### src/rtl/alu_pkg.sv
// Shared encodings for the execute-stage ALU: ALUOp values, the 5-bit
// extended ALU control, FSM states and the control decoder.
package alu_pkg;

  localparam logic [1:0] ALUOP_ADD = 2'b00;
  localparam logic [1:0] ALUOP_SUB = 2'b01;
  localparam logic [1:0] ALUOP_FN  = 2'b10;
  localparam logic [1:0] ALUOP_ILL = 2'b11;

  localparam logic [4:0] ALUCTL_ADD    = 5'd0;
  localparam logic [4:0] ALUCTL_SUB    = 5'd1;
  localparam logic [4:0] ALUCTL_SLL    = 5'd2;
  localparam logic [4:0] ALUCTL_SLT    = 5'd3;
  localparam logic [4:0] ALUCTL_SLTU   = 5'd4;
  localparam logic [4:0] ALUCTL_XOR    = 5'd5;
  localparam logic [4:0] ALUCTL_SRL    = 5'd6;
  localparam logic [4:0] ALUCTL_SRA    = 5'd7;
  localparam logic [4:0] ALUCTL_OR     = 5'd8;
  localparam logic [4:0] ALUCTL_AND    = 5'd9;
  // M group is {2'b10, fn3}: bits [4:2] = 100 multiply, 101 divide/remainder;
  // inside the divide half, bit 0 = unsigned and bit 1 = remainder.
  localparam logic [4:0] ALUCTL_MUL    = 5'd16;
  localparam logic [4:0] ALUCTL_MULH   = 5'd17;
  localparam logic [4:0] ALUCTL_MULHSU = 5'd18;
  localparam logic [4:0] ALUCTL_MULHU  = 5'd19;
  localparam logic [4:0] ALUCTL_DIV    = 5'd20;
  localparam logic [4:0] ALUCTL_DIVU   = 5'd21;
  localparam logic [4:0] ALUCTL_REM    = 5'd22;
  localparam logic [4:0] ALUCTL_REMU   = 5'd23;
  localparam logic [4:0] ALUCTL_ILL    = 5'd31;

  typedef enum logic [1:0] {
    ST_IDLE = 2'd0,
    ST_MUL  = 2'd1,
    ST_DIV  = 2'd2,
    ST_FIX  = 2'd3
  } alu_state_e;

  // Map ALUOp/funct fields to the extended control; unsupported -> ALUCTL_ILL.
  function automatic logic [4:0] alu_decode(input logic [1:0] aluop, input logic [2:0] fn3,
                                            input logic [6:0] fn7, input logic op,
                                            input logic m_en);
    logic [4:0] ctl;
    ctl = ALUCTL_ILL;
    case (aluop)
      ALUOP_ADD: ctl = ALUCTL_ADD;
      ALUOP_SUB: ctl = ALUCTL_SUB;
      ALUOP_FN: begin
        if (op && fn7 == 7'b0000001) begin
          ctl = m_en ? {2'b10, fn3} : ALUCTL_ILL;
        end else begin
          case (fn3)
            3'b000:  ctl = (op && fn7[5]) ? ALUCTL_SUB : ALUCTL_ADD;
            3'b001:  ctl = ALUCTL_SLL;
            3'b010:  ctl = ALUCTL_SLT;
            3'b011:  ctl = ALUCTL_SLTU;
            3'b100:  ctl = ALUCTL_XOR;
            3'b101:  ctl = fn7[5] ? ALUCTL_SRA : ALUCTL_SRL;
            3'b110:  ctl = ALUCTL_OR;
            default: ctl = ALUCTL_AND;
          endcase
        end
      end
      default: ctl = ALUCTL_ILL;
    endcase
    return ctl;
  endfunction

endpackage

### src/rtl/exec_alu_unit_div_iter.sv
// Unsigned restoring divider, one quotient bit per cycle, XLEN iterations.
// done is high during the final iteration; quotient/remainder are valid from
// the following cycle until the next start.
module div_iter #(
  parameter int XLEN = 32
) (
  input  logic            clk,
  input  logic            rst,
  input  logic            flush,
  input  logic            start,
  input  logic [XLEN-1:0] dividend,
  input  logic [XLEN-1:0] divisor,
  output logic            busy,
  output logic            done,
  output logic [XLEN-1:0] quotient,
  output logic [XLEN-1:0] remainder
);
  localparam int CW = $clog2(XLEN);

  logic [CW-1:0]   cnt;
  logic [XLEN-1:0] dvsr;
  logic [XLEN:0]   shifted;
  logic [XLEN:0]   trial;

  assign done = busy & (cnt == CW'(XLEN - 1));

  // Trial subtraction; a set top bit means the shifted remainder was smaller.
  always_comb begin
    shifted = {remainder, quotient[XLEN-1]};
    trial   = shifted - {1'b0, dvsr};
  end

  // Iteration registers: quotient doubles as the dividend shift register.
  always_ff @(posedge clk) begin
    if (rst || flush) begin
      busy      <= 1'b0;
      cnt       <= '0;
      quotient  <= '0;
      remainder <= '0;
      dvsr      <= '0;
    end else if (start) begin
      busy      <= 1'b1;
      cnt       <= '0;
      quotient  <= dividend;
      remainder <= '0;
      dvsr      <= divisor;
    end else if (busy) begin
      quotient  <= {quotient[XLEN-2:0], ~trial[XLEN]};
      remainder <= trial[XLEN] ? shifted[XLEN-1:0] : trial[XLEN-1:0];
      cnt       <= cnt + CW'(1);
      if (done) busy <= 1'b0;
    end
  end

endmodule

### src/rtl/exec_alu_unit.sv
// Execute-stage unit: decodes ALUOp/fn3/fn7/op, runs RV32I ops in one cycle,
// multiplies through a MUL_STAGES pipeline and divides iteratively.
//
// Handshake: an op is taken on in_valid & in_ready (operands and control are
// captured then); result/illegal stay stable while out_valid=1 and are
// released on out_valid & out_ready. flush voids both handshakes that cycle.
module exec_alu_unit
  import alu_pkg::*;
#(
  parameter int XLEN       = 32,
  parameter bit M_EN       = 1'b1,
  parameter int MUL_STAGES = 2
) (
  input  logic            clk,
  input  logic            rst,
  input  logic            flush,
  input  logic            in_valid,
  output logic            in_ready,
  input  logic [1:0]      ALUOp,
  input  logic [2:0]      fn3,
  input  logic [6:0]      fn7,
  input  logic            op,
  input  logic [XLEN-1:0] src_a,
  input  logic [XLEN-1:0] src_b,
  output logic            out_valid,
  input  logic            out_ready,
  output logic [XLEN-1:0] result,
  output logic            illegal,
  output logic [1:0]      dbg_state
);
  localparam int SW       = $clog2(XLEN);
  localparam bit MUL_PIPE = (MUL_STAGES > 1);
  localparam int PD       = MUL_PIPE ? MUL_STAGES - 1 : 1;
  localparam int MCW      = MUL_PIPE ? $clog2(MUL_STAGES) : 1;
  localparam logic [XLEN-1:0] XMIN = {1'b1, {(XLEN-1){1'b0}}};

  alu_state_e      state_q, state_d;
  logic [4:0]      ctl;
  logic            accept, fire;
  logic            is_mul, is_div, div_signed, div_is_rem, div_special, long_div;
  logic            a_neg, b_neg, sa, sb, mul_hi_in;
  logic [SW-1:0]   shamt;
  logic [XLEN-1:0] alu_res, quick_res, mag_a, mag_b, fix_res;
  logic [2*XLEN-1:0] prod;
  logic [2*XLEN-1:0] mul_pipe [PD];
  logic [MCW-1:0]  mul_cnt;
  logic            mul_hi, neg_q, neg_r, rem_sel;
  logic            div_busy, div_done;
  logic [XLEN-1:0] div_quo, div_rem;

  assign in_ready  = ~rst & ~flush & (state_q == ST_IDLE) & (~out_valid | out_ready);
  assign accept    = in_valid & in_ready;
  assign fire      = out_valid & out_ready & ~flush;
  assign dbg_state = state_q;

  // Decode and all single-cycle results, including divide special cases.
  always_comb begin
    ctl         = alu_decode(ALUOp, fn3, fn7, op, M_EN);
    is_mul      = (ctl[4:2] == 3'b100);
    is_div      = (ctl[4:2] == 3'b101);
    div_signed  = ~ctl[0];
    div_is_rem  = ctl[1];
    a_neg       = div_signed & src_a[XLEN-1];
    b_neg       = div_signed & src_b[XLEN-1];
    mag_a       = a_neg ? -src_a : src_a;
    mag_b       = b_neg ? -src_b : src_b;
    div_special = (src_b == '0) | (div_signed & (src_a == XMIN) & (src_b == '1));
    long_div    = is_div & ~div_special;
    shamt       = src_b[SW-1:0];
    sa          = (ctl == ALUCTL_MULH) || (ctl == ALUCTL_MULHSU);
    sb          = (ctl == ALUCTL_MULH);
    mul_hi_in   = (ctl != ALUCTL_MUL);
    prod        = {{XLEN{sa & src_a[XLEN-1]}}, src_a} * {{XLEN{sb & src_b[XLEN-1]}}, src_b};
    alu_res     = '0;
    case (ctl)
      ALUCTL_ADD:  alu_res = src_a + src_b;
      ALUCTL_SUB:  alu_res = src_a - src_b;
      ALUCTL_SLL:  alu_res = src_a << shamt;
      ALUCTL_SLT:  alu_res = {{(XLEN-1){1'b0}}, $signed(src_a) < $signed(src_b)};
      ALUCTL_SLTU: alu_res = {{(XLEN-1){1'b0}}, src_a < src_b};
      ALUCTL_XOR:  alu_res = src_a ^ src_b;
      ALUCTL_SRL:  alu_res = src_a >> shamt;
      ALUCTL_SRA:  alu_res = $signed(src_a) >>> shamt;
      ALUCTL_OR:   alu_res = src_a | src_b;
      ALUCTL_AND:  alu_res = src_a & src_b;
      default:     alu_res = '0;
    endcase
    if (ctl == ALUCTL_ILL)     quick_res = '0;
    else if (is_div)           quick_res = (src_b == '0) ? (div_is_rem ? src_a : '1)
                                                         : (div_is_rem ? '0 : XMIN);
    else if (is_mul)           quick_res = mul_hi_in ? prod[2*XLEN-1:XLEN] : prod[XLEN-1:0];
    else                       quick_res = alu_res;
    fix_res = rem_sel ? (neg_r ? -div_rem : div_rem) : (neg_q ? -div_quo : div_quo);
  end

  div_iter #(.XLEN(XLEN)) u_div (
    .clk       (clk),
    .rst       (rst),
    .flush     (flush),
    .start     (accept & long_div),
    .dividend  (mag_a),
    .divisor   (mag_b),
    .busy      (div_busy),
    .done      (div_done),
    .quotient  (div_quo),
    .remainder (div_rem)
  );

  // Next-state logic; flush always returns to IDLE.
  always_comb begin
    state_d = state_q;
    case (state_q)
      ST_IDLE: begin
        if (accept && is_mul && MUL_PIPE) state_d = ST_MUL;
        else if (accept && long_div)      state_d = ST_DIV;
      end
      ST_MUL:  if (mul_cnt == MCW'(1)) state_d = ST_IDLE;
      ST_DIV: begin
        if (div_done)       state_d = ST_FIX;
        else if (!div_busy) state_d = ST_IDLE;
      end
      default: state_d = ST_IDLE;
    endcase
    if (flush) state_d = ST_IDLE;
  end

  // State register.
  always_ff @(posedge clk) begin
    if (rst) state_q <= ST_IDLE;
    else     state_q <= state_d;
  end

  // Result/output registers, multiply pipeline and divide sign bookkeeping.
  always_ff @(posedge clk) begin
    if (rst) begin
      out_valid <= 1'b0;
      result    <= '0;
      illegal   <= 1'b0;
      mul_cnt   <= '0;
      mul_hi    <= 1'b0;
      neg_q     <= 1'b0;
      neg_r     <= 1'b0;
      rem_sel   <= 1'b0;
      for (int i = 0; i < PD; i++) mul_pipe[i] <= '0;
    end else if (flush) begin
      out_valid <= 1'b0;
    end else begin
      if (fire) out_valid <= 1'b0;
      case (state_q)
        ST_IDLE: begin
          if (accept) begin
            if (is_mul && MUL_PIPE) begin
              mul_pipe[0] <= prod;
              mul_hi      <= mul_hi_in;
              mul_cnt     <= MCW'(MUL_STAGES - 1);
            end else if (long_div) begin
              neg_q   <= a_neg ^ b_neg;
              neg_r   <= a_neg;
              rem_sel <= div_is_rem;
            end else begin
              result    <= quick_res;
              illegal   <= (ctl == ALUCTL_ILL);
              out_valid <= 1'b1;
            end
          end
        end
        ST_MUL: begin
          for (int i = 1; i < PD; i++) mul_pipe[i] <= mul_pipe[i-1];
          mul_cnt <= mul_cnt - MCW'(1);
          if (mul_cnt == MCW'(1)) begin
            result    <= mul_hi ? mul_pipe[PD-1][2*XLEN-1:XLEN] : mul_pipe[PD-1][XLEN-1:0];
            illegal   <= 1'b0;
            out_valid <= 1'b1;
          end
        end
        ST_FIX: begin
          result    <= fix_res;
          illegal   <= 1'b0;
          out_valid <= 1'b1;
        end
        default: ;
      endcase
    end
  end

endmodule
### config.mk
export PLATFORM = sky130hd
export DESIGN_NAME = exec_alu_unit
export DESIGN_NICKNAME = d
export VERILOG_FILES = /design/src/rtl/alu_pkg.sv /design/src/rtl/exec_alu_unit_div_iter.sv /design/src/rtl/exec_alu_unit.sv
export SDC_FILE = /design/constraint.sdc
export NUM_CORES = 2
export LEC_CHECK = 0
export ABC_AREA = 1
export BUFFER_PORTS_ARGS = -buffer_cell sky130_fd_sc_hd__buf_2
export CORE_MARGIN = 2
export CORE_UTILIZATION = 53
export DETAILED_ROUTE_END_ITERATION = 16
export PLACE_DENSITY = 0.72
export SYNTH_ARGS = -nofsm -noshare
export SYNTH_HDL_FRONTEND = slang
export SYNTH_SLANG_ARGS = --single-unit
### constraint.sdc
create_clock -name clk -period 11.3 [get_ports clk]
set_input_delay 2.825 -clock clk [delete_from_list [all_inputs] [get_ports clk]]
set_output_delay 2.825 -clock clk [all_outputs]
set_load 0.03 [all_outputs]
# Word-level counts from Yosys, hierarchy flattened
# Memory sizes are Yosys's and may differ from the RTL's.
# Index checks and enable logic that the tools add are counted.
# totals
regBits,143
mem_bits_rw,64
input_bits,82
out_inout_bits,37
elab_cells,175
mem_count,1
# mem_list
name,words,width,rd,rd_ports_with_merged_regs,wr,line,rtl
mul_pipe,1,64,1,0,1,exec_alu_unit.sv:45,logic [2*XLEN-1:0] mul_pipe [PD];
# op_classes
addsub,9
n_mul,1
n_lt_le_gt_ge,2
eq_ne,37
n_shift,3
muxes,58
bitwise_logic,28
n_reduce_logical,22
# op_table
op,n
two-way mux 32 bit,18
case mux 32 bit (10 select lines),1
negation 32 bit,4
case mux 32 bit (3 select lines),1
"== test 32 bit, second input constant",2
less-than comparator 32 bit,2
multiplier 33 x 33 -> 64 bit,1
two-way mux 64 bit,1
OR reduction 64 bit,1
subtractor 33 x 32 -> 33 bit,1
adder 32 bit,1
bitwise AND 32 bit,1
zero test 32 bit,1
bitwise OR 32 bit,1
<< shifter 32 x 5 -> 32 bit,1
>> shifter 32 x 5 -> 32 bit,1
>>> shifter 32 x 5 -> 32 bit,1
subtractor 32 bit,1
XOR 32 bit,1
case mux 4 bit (7 select lines),1
two-way mux 1 bit,25
"== test 5 x 3 -> 1 bit, second input constant",4
"== test 5 bit, second input constant",4
bitwise AND 1 bit,15
36 further kinds,70

# Depth between registers and ports, before layout
# depth
ltp_word,15
depth_mapped,42
depth_no_buf,40

# Modules after synthesis
# A second synthesis with hierarchy kept.
# hier_totals
cells_unflattened,9755
hier_area_um2,65889.4
# by_module_without_submodules
mod,n_inst,cells_each,area_per_inst_um2,seq_area_each_um2
exec_alu_unit,1,8553,58816.4,2742.6
div_iter,1,1202,7073.0,2042.0

# Least setup slack after synthesis
# No wires, ideal clock.
# synth_timing
path_kind,input to register
startpoint,in fn7[6]
endpoint,mem mul_pipe[0][62] (netlist name) (data pin)
setup_time_ns,0.255
arrival_time_ns,10.660
required_time_ns,11.045
setup_slack_ns,0.386
path_stages,37
n_path_buf,2
cell_sequence,inv_1 -> nand2_1 -> nor2_2 -> nand3_1 -> nand2_1 -> inv_1 -> nand2_2 -> nand2_4 -> nand2_4 -> nand2_1 -> nand2_1 -> buf_2 -> buf_2 -> nor2_1 -> fa_1 -> inv_1 -> fa_1 -> inv_1 -> fa_1 -> inv_1 -> fa_1 -> inv_1 -> fa_1 -> fa_1 -> fa_1 -> inv_1 -> fa_1 -> inv_1 -> ha_1 -> a21o_1 -> o21bai_1 -> a21oi_1 -> nor2_1 -> nor4_1 -> nand3_1 -> nand2_1 -> nor2_1
# synth_between
elab_chain_cells,13
word_cells_on_any_way,19
classes_between,mul (1); eq/ne (4); mux (9); bitwise (2); reduce/logical (3)
# synth_rtl
element,line,rtl
from (decl),exec_alu_unit.sv:21,"input logic [6:0] fn7,"
== test 7 x 1 -> 1 bit (*),alu_pkg.sv:49,if (op && fn7 == 7'b0000001) begin
logical AND 1 bit (*),alu_pkg.sv:49,
two-way mux 5 bit (*),alu_pkg.sv:49,
case mux 5 bit (3 select lines) (*),alu_pkg.sv:45,case (aluop)
"parallel branches: the longest is 8 deep, another holds multiplier 33 x 33 -> 64 bit",-,
two-way mux 64 bit (no source line) (*),-,
to (decl),exec_alu_unit.sv:45,
# Mark *: on every way between the ends.

# Worst setup path in the final report
# layout_timing
startpoint,in fn7[6]
endpoint,mem mul_pipe[0][53] (netlist name) (data pin)
# Same word-level chain as after synthesis.

==> flow_summary.ini <==
[hold_path]
holdCritStartpoint = illegal$_SDFFE_PP0P_
min-delay-path-class = flop to flop
whs_path_depth = 2

[drt]
wl_per_cell_um = 26.3
ant_nets = 0
drt_iter0_markers = 8418
vias = 64696
finalWirelength_um = 290000
viasPerCell = 5.85
dr.pass1.iters = 9
drc = 0

[critical_path]
crit_top_cell = fa_1
cp-end-kind = flop
slowest_delay_ps = 640
crit_arrival_ps = 11280
crit_path_start = fn7[6]
worstPathRequired_ps = 11740
crit_slowest_cell = fa_1
r2r_start = neg_r$_SDFFE_PP0P_
cp_max_fo = 12
reg2reg_depth = 7
startpoint_type = input port
critical_path_class = input port to flop

[clocking]
htreeDepth = 1
clk_pin_slew_worst_paths_ps = 70
cts_tree = yes
insertion_delay_ps = 640
cts_buffer_depth = 3
clockRootBuffer = clkbuf_16
clkSinkCount = 207
cts_buffers = 26
cts_setup_buffers = 0

[final_layout]
fillers = 12072
drive_gt1_share_pct = 5.40
nets = 10963
final_util_pct = 56.3
multi_input_area_um2 = 50000
regArea_um2 = 4780
syn2layout_area_growth_pct = 5.68

[grt]
antenna_found_initial = 17
first_global_vias = 65046
grt_max_degree = 63
grt_overflow = 0
track_usage_pct = 46.7
grt_pass1_wl_um = 429000

[floorplanning]
start_util_pct = 53.3
fp-row-count = 128
die_h_um = 353
io_pins = 119
die_w_um = 353
core_area_um2 = 121000
dieArea_um2 = 125000

[synthesis]
synth-seq-cells = 207
synth_top_area_share_pct = 34.9
synth_area_leaders = fa_1 (35%), nand2_1 (15%), inv_1 (12%)
yosys.area.top_type = fa_1
ys_types = 60
syn_inst = 9454
yosys_warnings = 0
synth_fp_nets = 11012
async_flop_share_pct = 0
syn_area_um2 = 64700
yosysSeqAreaShare_pct = 7.39
synth_edf_count = 64
syn_avg_cell_area_um2 = 6.84
synth_top_flop_cell = dfxtp_1

[sta]
tightest_slew_ps = 1340
slew_viol_final = 0
setup-violations-final = 0
fin_skew_ps = 58.5
period_needed_ps = 10850
finalHoldViolCount = 0
period_share_pct = 96.0
rsz0062_at_grt = no
fmax_mhz = 92.2
max_slew_margin_pct = 10.4
fin_ws_ps = 454

[job]
max_cap_viol_count = 0

[placement]
dp_hpwl_um = 238000
finalWeightedCongestion = 1.10
dp_slack_ps = -140
placement.io_buffers = 118

[status]
status = finished, final reports clean
-- per-layer routing --
layer | track usage (%) | wire, um
met5 | 0 | 73
met4 | 27.3 | 22100
met3 | 16.1 | 39900
met2 | 67.1 | 118000
met1 | 61.0 | 110000
-- final cells by class --
| class | instances | share of cell area [%] |
|---|---|---|
| well taps | 1625 | 2.97 |
| clock buffers | 38 | 1.09 |
| flip-flops and latches | 207 | 7.00 |
| repair buffers | 381 | 3.95 |
| diodes | 8 | 0.0293 |
| clock inverters | 10 | 0.168 |
| inverters | 2127 | 11.7 |
| multi-input cells | 6662 | 73.1 |
-- what timing repair did --
action | in CTS | in global routing
endpoints found under the setup margin | 0 | 1
hold buffers | 0 | 0
gates resized for setup | 0 | 1
-- synth_stat cells (7+ instances only) --
library cell     n
ha_1           348
o21bai_1        30
nand4_1         93
nand3b_1        13
inv_2           24
edfxtp_1        64
clkbuf_1       220
o21ai_1         45
nor2_4           7
a31oi_1         38
xor2_1          96
inv_1         2094
nand2_1       2526
buf_4            7
nor3_1          54
o21ai_0        415
nor2_2          13
o211ai_1        21
nand2_2          7
buf_2           93
fa_1          1128
a21o_1          20
buf_1          124
o22ai_1          8
nand3_1        491
xnor2_1         24
nor2_1         768
nor4_1          19
a21oi_1        427
o21a_1          12
dfxtp_1        143
buf_6           14
-- sequential cells by signal, indices dropped and copies added (netlist names) --
name             count
rem_sel              1
u_div.busy           1
mul_pipe            64
u_div.dvsr          32
u_div.remainder     32
u_div.quotient      32
mul_hi               1
u_div.cnt            5
mul_cnt              1
out_valid            1
dbg_state            2
illegal              1
neg_q                1
neg_r                1
result              32
-- worst paths after layout --
| kind | endpoint | slack (ps) |
|---|---|---|
| worst min register to register | illegal$_SDFFE_PP0P_ | 460 |
| worst min-delay path | illegal$_SDFFE_PP0P_ | 460 |
| worst max-delay path | mul_pipe[0][53]$_SDFFCE_PN0P_ | 450 |
| worst max register to register | result[3]$_SDFFE_PP0P_ | 7160 |
-- cells in the final DEF, fill, tap and decap left out, drive strengths merged, types with 2 or more instances in the layout --
cell type  count
a21boi         6
a21o          20
a21oi        429
a31oi         38
and2           3
and3           5
buf          381
clkbuf        38
clkinv        10
dfxtp        143
diode          8
edfxtp        64
fa          1128
ha           348
inv         2125
nand2       2538
nand2b         2
nand3        493
nand3b        14
nand4         96
nor2         788
nor3          57
nor4          21
o2111ai        3
o211ai        21
o21a          12
o21ai        462
o21bai        30
o221ai         2
o22ai          8
o311ai         3
o31ai          3
o32ai          2
or2            5
xnor2         24
xor2          96
-- worst max-delay path, delay by kind of cell --
| kind | cells | cell delay [ps] |
|---|---|---|
| adders and majority gates | 9 | 4500 |
| and+or+nand+nor | 13 | 2300 |
| buffers and inverters | 9 | 1020 |
| AOI/OAI and AO/OA | 3 | 580 |
-- cell families (layout without fill, tap and decap cells) --
logic type      Yosys count  count (layout)  synth area share, %
buf+inv                2585            2556                 15.4
xor+xnor                120             120                 1.62
simple gates           4023            4023                 25.3
fa+ha+maj              1476            1476                 41.6
compound gates         1043            1043                 8.61
other cells               0               8                    0
flops                   207             207                 7.39
-- per-stage QoR --
stage          TNS [ps]  hold WS [ps]  cell area, um^2  cells
5_1_grt               0           486            68400  11051
4_1_cts               0           465            68400  11050
6_report              0           463            68400  11058
3_3_place_gp      -92.7           450            67500  11002
3_5_place_dp       -140           454            67500  11002
2_1_floorplan         0           433            64700   9454
Power is left out: the tool's default activity adds up to more than one toggle a clock period on the data nets, which glitch-free logic cannot reach.
